<file path="src/rtl/magphase_pkg.sv">
// Shared types and lane layout for the mag/phase FM discriminator.
// Optional de-emphasis is enabled by defining MAGPHASE_DEEMPH_EN.
package magphase_pkg;

  localparam int PW_DEF = 16;
  localparam int MW_DEF = 16;

  // Lane layout is {phase, mag}; mag sits in the low bits.
  localparam int MAG_LO = 0;

  typedef enum logic [1:0] {
    CLOSED = 2'd0,
    OPEN   = 2'd1,
    HANG   = 2'd2
  } sq_state_t;

endpackage

</file>
<file path="src/rtl/magphase_squelch_fsm.sv">
// Magnitude squelch with hang time, advanced once per accepted beat.
// clear forces CLOSED, including for a beat accepted the same cycle.
module magphase_squelch_fsm
  import magphase_pkg::*;
#(
  parameter int HANG_W = 8
) (
  input  logic              ce_clk,
  input  logic              ce_rst,
  input  logic              clear,
  input  logic              adv,
  input  logic              hi,
  input  logic [HANG_W-1:0] sq_hang,
  output logic              next_closed,
  output logic              squelch_open
);

  sq_state_t         state;
  sq_state_t         cur;
  sq_state_t         nxt;
  logic [HANG_W-1:0] cnt;
  logic [HANG_W-1:0] cnt_nxt;

  // Next state for the beat being accepted this cycle.
  always_comb begin
    cur     = clear ? CLOSED : state;
    nxt     = cur;
    cnt_nxt = cnt;
    unique case (cur)
      CLOSED: begin
        if (hi) nxt = OPEN;
      end
      OPEN: begin
        if (!hi) begin
          if (sq_hang == '0) begin
            nxt = CLOSED;
          end else begin
            nxt     = HANG;
            cnt_nxt = sq_hang;
          end
        end
      end
      HANG: begin
        if (hi) begin
          nxt = OPEN;
        end else if (cnt == HANG_W'(1)) begin
          nxt = CLOSED;
        end else begin
          cnt_nxt = cnt - 1'b1;
        end
      end
      default: nxt = CLOSED;
    endcase
  end

  assign next_closed = (nxt == CLOSED);

  // State, hang counter and registered open flag.
  always_ff @(posedge ce_clk or posedge ce_rst) begin
    if (ce_rst) begin
      state        <= CLOSED;
      cnt          <= '0;
      squelch_open <= 1'b0;
    end else if (adv) begin
      state        <= nxt;
      cnt          <= cnt_nxt;
      squelch_open <= (nxt != CLOSED);
    end else if (clear) begin
      state        <= CLOSED;
      squelch_open <= 1'b0;
    end
  end

endmodule

</file>
<file path="src/rtl/magphase_fm_discriminator.sv">
// FM discriminator: {phase,mag} in, {dphase,mag} out, squelch gated.
// Define MAGPHASE_DEEMPH_EN to add a one-pole de-emphasis IIR on dphase.
module magphase_fm_discriminator
  import magphase_pkg::*;
#(
  parameter int PW       = PW_DEF,
  parameter int MW       = MW_DEF,
  parameter int HANG_W   = 8,
  parameter int DE_SHIFT = 4
) (
  input  logic              ce_clk,
  input  logic              ce_rst,
  input  logic              clear,
  input  logic [MW-1:0]     sq_thresh,
  input  logic [HANG_W-1:0] sq_hang,
  input  logic [PW+MW-1:0]  i_tdata,
  input  logic              i_tlast,
  input  logic              i_tvalid,
  output logic              i_tready,
  output logic [PW+MW-1:0]  o_tdata,
  output logic              o_tlast,
  output logic              o_tvalid,
  input  logic              o_tready,
  output logic              squelch_open
);

  localparam int PH_LO = MAG_LO + MW;

  if (DE_SHIFT < 0 || DE_SHIFT >= PW) begin : g_bad_shift
    $error("DE_SHIFT out of range");
  end

  logic [MW-1:0]        mag;
  logic [PW-1:0]        phase;
  logic [PW-1:0]        prev_phase;
  logic                 first;
  logic                 accept;
  logic                 next_closed;
  logic [PW-1:0]        raw;
  logic signed [PW-1:0] x;
  logic [PW-1:0]        dph;

  assign mag      = i_tdata[MAG_LO +: MW];
  assign phase    = i_tdata[PH_LO +: PW];
  assign i_tready = ~o_tvalid | o_tready;
  assign accept   = i_tvalid & i_tready;

  // Wrapping difference; a cleared or first beat has no reference.
  assign raw = (first | clear) ? '0 : phase - prev_phase;
  assign x   = next_closed ? '0 : raw;

  magphase_squelch_fsm #(
    .HANG_W (HANG_W)
  ) u_sq (
    .ce_clk       (ce_clk),
    .ce_rst       (ce_rst),
    .clear        (clear),
    .adv          (accept),
    .hi           (mag >= sq_thresh),
    .sq_hang      (sq_hang),
    .next_closed  (next_closed),
    .squelch_open (squelch_open)
  );

`ifdef MAGPHASE_DEEMPH_EN
  logic signed [PW-1:0] y;
  logic signed [PW-1:0] y_cur;
  logic signed [PW-1:0] diff;
  logic signed [PW-1:0] y_nxt;

  assign y_cur = clear ? '0 : y;
  assign diff  = x - y_cur;
  assign y_nxt = y_cur + (diff >>> DE_SHIFT);
  assign dph   = y_nxt;

  // IIR state moves only with accepted beats.
  always_ff @(posedge ce_clk or posedge ce_rst) begin
    if (ce_rst) begin
      y <= '0;
    end else if (accept) begin
      y <= y_nxt;
    end else if (clear) begin
      y <= '0;
    end
  end
`else
  assign dph = x;
`endif

  // Output register, phase history and first-beat flag.
  always_ff @(posedge ce_clk or posedge ce_rst) begin
    if (ce_rst) begin
      o_tvalid   <= 1'b0;
      o_tdata    <= '0;
      o_tlast    <= 1'b0;
      prev_phase <= '0;
      first      <= 1'b1;
    end else if (accept) begin
      o_tvalid   <= 1'b1;
      o_tdata    <= {dph, mag};
      o_tlast    <= i_tlast;
      prev_phase <= phase;
      first      <= 1'b0;
    end else begin
      if (o_tready) o_tvalid <= 1'b0;
      if (clear) first <= 1'b1;
    end
  end

endmodule

</file>
<file path="config.mk">
export PLATFORM = sky130hd
export DESIGN_NAME = magphase_fm_discriminator
export DESIGN_NICKNAME = d
export VERILOG_FILES = /design/src/rtl/magphase_pkg.sv /design/src/rtl/magphase_squelch_fsm.sv /design/src/rtl/magphase_fm_discriminator.sv
export SDC_FILE = /design/constraint.sdc
export NUM_CORES = 1
export LEC_CHECK = 0
export ABC_AREA = 1
export CORE_AREA = 2 2 106 108
export CTS_CLUSTER_SIZE = 10
export DETAILED_ROUTE_END_ITERATION = 7
export DIE_AREA = 0 0 108 110
export PLACE_DENSITY = 0.78
export SLEW_MARGIN = 15
export SYNTH_ARGS = -nofsm -noshare
export SYNTH_HDL_FRONTEND = slang
export SYNTH_SLANG_ARGS = --single-unit
</file>
<file path="constraint.sdc">
create_clock -name ce_clk -period 2.2 [get_ports ce_clk]
set_clock_uncertainty 0.1 [all_clocks]
set_input_delay 0.55 -clock ce_clk [delete_from_list [all_inputs] [get_ports ce_clk]]
set_output_delay 0.55 -clock ce_clk [all_outputs]
set_load 0.02 [all_outputs]
</file>
==> metrics.cfg <==
[power]
total_power_mw=4.72
p_comb_share_pct=42.1
sw_frac_of_total_pct=35.8
power_density_mw_per_mm2=719
ir_worst_vdd_uv=418
power_frac_seq_pct=31.4
pwr-share-clk_pct=26.5
p_sw_mw=1.69
p_leak_nw=3.26
power.internal_mw=3.03

[timing]
slew_headroom_pct=63.2
tns_ns=-0.0115
slew_viol_final=0
hold_viol_final=0
fin_crit_sh_pct=101
fmax_mhz=452
setup_viol=1
worst_pin_slew_ns=0.551
fin_crit_ns=2.21
rsz0062_at_grt=yes
fin_ws_ns=-0.0115

[synth]
synth_edf_count=0
synthesis.area_mm2=0.00417
syn-instance-count=558
yosys_register_bits=62
yosysUniqueCellTypes=35
yosys_warnings=0
syn_nets=658
yosysSeqAreaShare_pct=37.3
synth_area_per_cell_um2=7.47
synth_ff_type=dfrtp_1
synth-async-reset-ratio_pct=100

[clock_network]
clk_pin_slew_worst_paths_ns=0.07
root_buffer=clkbuf_8
clock_latency_ns=0.36
cts.path.max_buffers=2
cts_tree=done
cts_buffers=9
clock-sinks=62
h-tree-depth=3
holdBufCountCts=0

[drt]
post-route-drc-count=0
firstDrtPassIters=5
drtIter0Drc=224
drt_wl_total_um=12600
avgRoutedWirePerCell_um=14.6
dr_total_vias=4327
ant_nets=0
vias_per_cell=5.02

[floorplanning]
core_mm2=0.0107
row_count=38
die-height_um=110
die_area_mm2=0.0119
fp.dieW_um=108
start_util_pct=39.0
ios=98

[global_routing]
grt_pass1_vias=4339
grt_max_degree=40
gr-total-overflow=0
antenna_found_initial=0
grt_usage_pct=20.5
grt_pass1_wl_um=19200

[cells_and_area]
drive_above_1_share_pct=28.7
area_growth_pct=57.6
stdcell_count=862
layout.cells.most_common=nand2_1
insertedDiodeCount=0
fin_nets=817
layout_common_cells=nand2_1 (170), dfrtp_1 (61), buf_4 (59)
fin_util_pct=61.4

[status]
status=complete, but fails checks
violations=setup timing

[setup_path]
path_max_fanout=3
start_kind=input pin
slowest_delay_ns=0.49
critical-path-slowest-cell=clkdlybuf4s50_1
cp-end-kind=flop
crit_chain=clkdlybuf4s50_1, ha_4, buf_4, nand2_1, nor2_1, nand2_1, nand3_2, xor2_1, nor2_1, nand3_2, nand2_2
critical_path_required_ns=2.35
crit_arrival_ns=2.36
crit_type=input pin to flop

[placed_design]
gp_congestion=0.854
post-dp-hpwl_um=8070
placed_cells=830
portBuffers=97

[job]
cap_violations=0

[hold_path]
hold_class=input pin to asynchronous set/reset pin

-- per-stage QoR --
step	cell area [µm²]	hold slack (ns)	setup slack (ns)
after global routing	6570	0.372	-0.0596
final	6570	0.355	-0.0115
after floorplan	4170	0.357	0.0103
after CTS	6240	0.360	0.00431
after detailed placement	5630	0.365	-0.605
after global placement	5630	0.363	-0.508
-- cell usage after synthesis (3+ instances only) --
master,number,area [µm²]
inv_1,69,259
nand2_1,188,706
nand3_1,25,125
xnor2_1,8,70.1
a21oi_1,26,130
nor2_1,39,146
dfrtp_1,61,1530
ha_1,37,463
clkbuf_1,9,33.8
inv_2,3,11.3
nand4_1,3,18.8
nand3_2,14,140
nand2_2,5,31.3
o21ai_2,6,52.6
xor2_1,6,52.6
o21ai_0,34,170
-- power by group through the flow --
stage               Clock [mW]  Combinational, mW  Sequential (mW)
finish                    1.25               1.99             1.48
global route              1.30               2.17             1.50
CTS                       1.25               1.81             1.47
detailed placement           0               1.67             1.49
global placement             0               1.62             1.48
floorplan                    0              0.947             1.56
-- critical path, delay by kind of cell --
family | cells | cell delay, ns
adders and majority gates | 1 | 0.32
buffers and inverters | 2 | 0.61
xor gates and xnor gates | 1 | 0.17
and+or+nand+nor | 7 | 0.71
-- worst paths after layout --
kind                               start  cells after the start  slack [ns]     endpoint
setup / recovery             i_tdata[26]                     11       -0.01  o_tdata[28]
hold / removal                    ce_rst                      2        0.36  o_tdata[22]
setup reg to reg           prev_phase[8]                     11        0.18  o_tdata[28]
hold reg to reg               o_tdata[6]                      2        0.38   o_tdata[6]
max in group asynchronous         ce_rst                      3        1.11        first
min in group ce_clk           i_tdata[8]                      3        0.36   o_tdata[8]
-- cell type report --
class                           instances  area [µm²]
Clock buffer                           12         145
Clock inverter                          4        95.1
Fill cell                             856        4130
Inverter                               72         278
Multi-Input combinational cell        410        2820
Sequential cell                        62        1550
Tap cell                              140         175
Timing Repair Buffer                  161        1490
Timing Repair inverter                  1        11.3
-- repair_timing --
item / 4_1_cts / 5_1_grt
endpoints found under the setup margin: 28 / 26
resized for setup: 94 / 72
pin swaps: 41 / 34
cloned: 2 / 0
buffers inserted: 11 / 3
-- cells by family after synthesis --
logic type,count (synthesis),share of synthesized area [%]
buf+inv,87,8.71
compound gates,74,9.79
simple gates,283,29.7
xor+xnor,14,2.94
flops,62,37.3
fa+ha+maj,38,11.6
-- per-layer routing --
metal | vias to the layer above | global-route usage (%) | routed length, µm
met5 | - | 0 | 0
met4 | 0 | 9.52 | 322
met3 | 35 | 4.35 | 665
met2 | 148 | 35.8 | 6280
met1 | 2061 | 24.2 | 5280
li1 | 2083 | - | -
-- registers in the layout, indices dropped and copies added, names as in the netlist --
signal and flops:
o_tvalid 1, o_tlast 1, first 1, u_sq.state 2
u_sq.squelch_open 1, u_sq.cnt 8, prev_phase 16, o_tdata 32
Power figures use the tool's default switching activity.
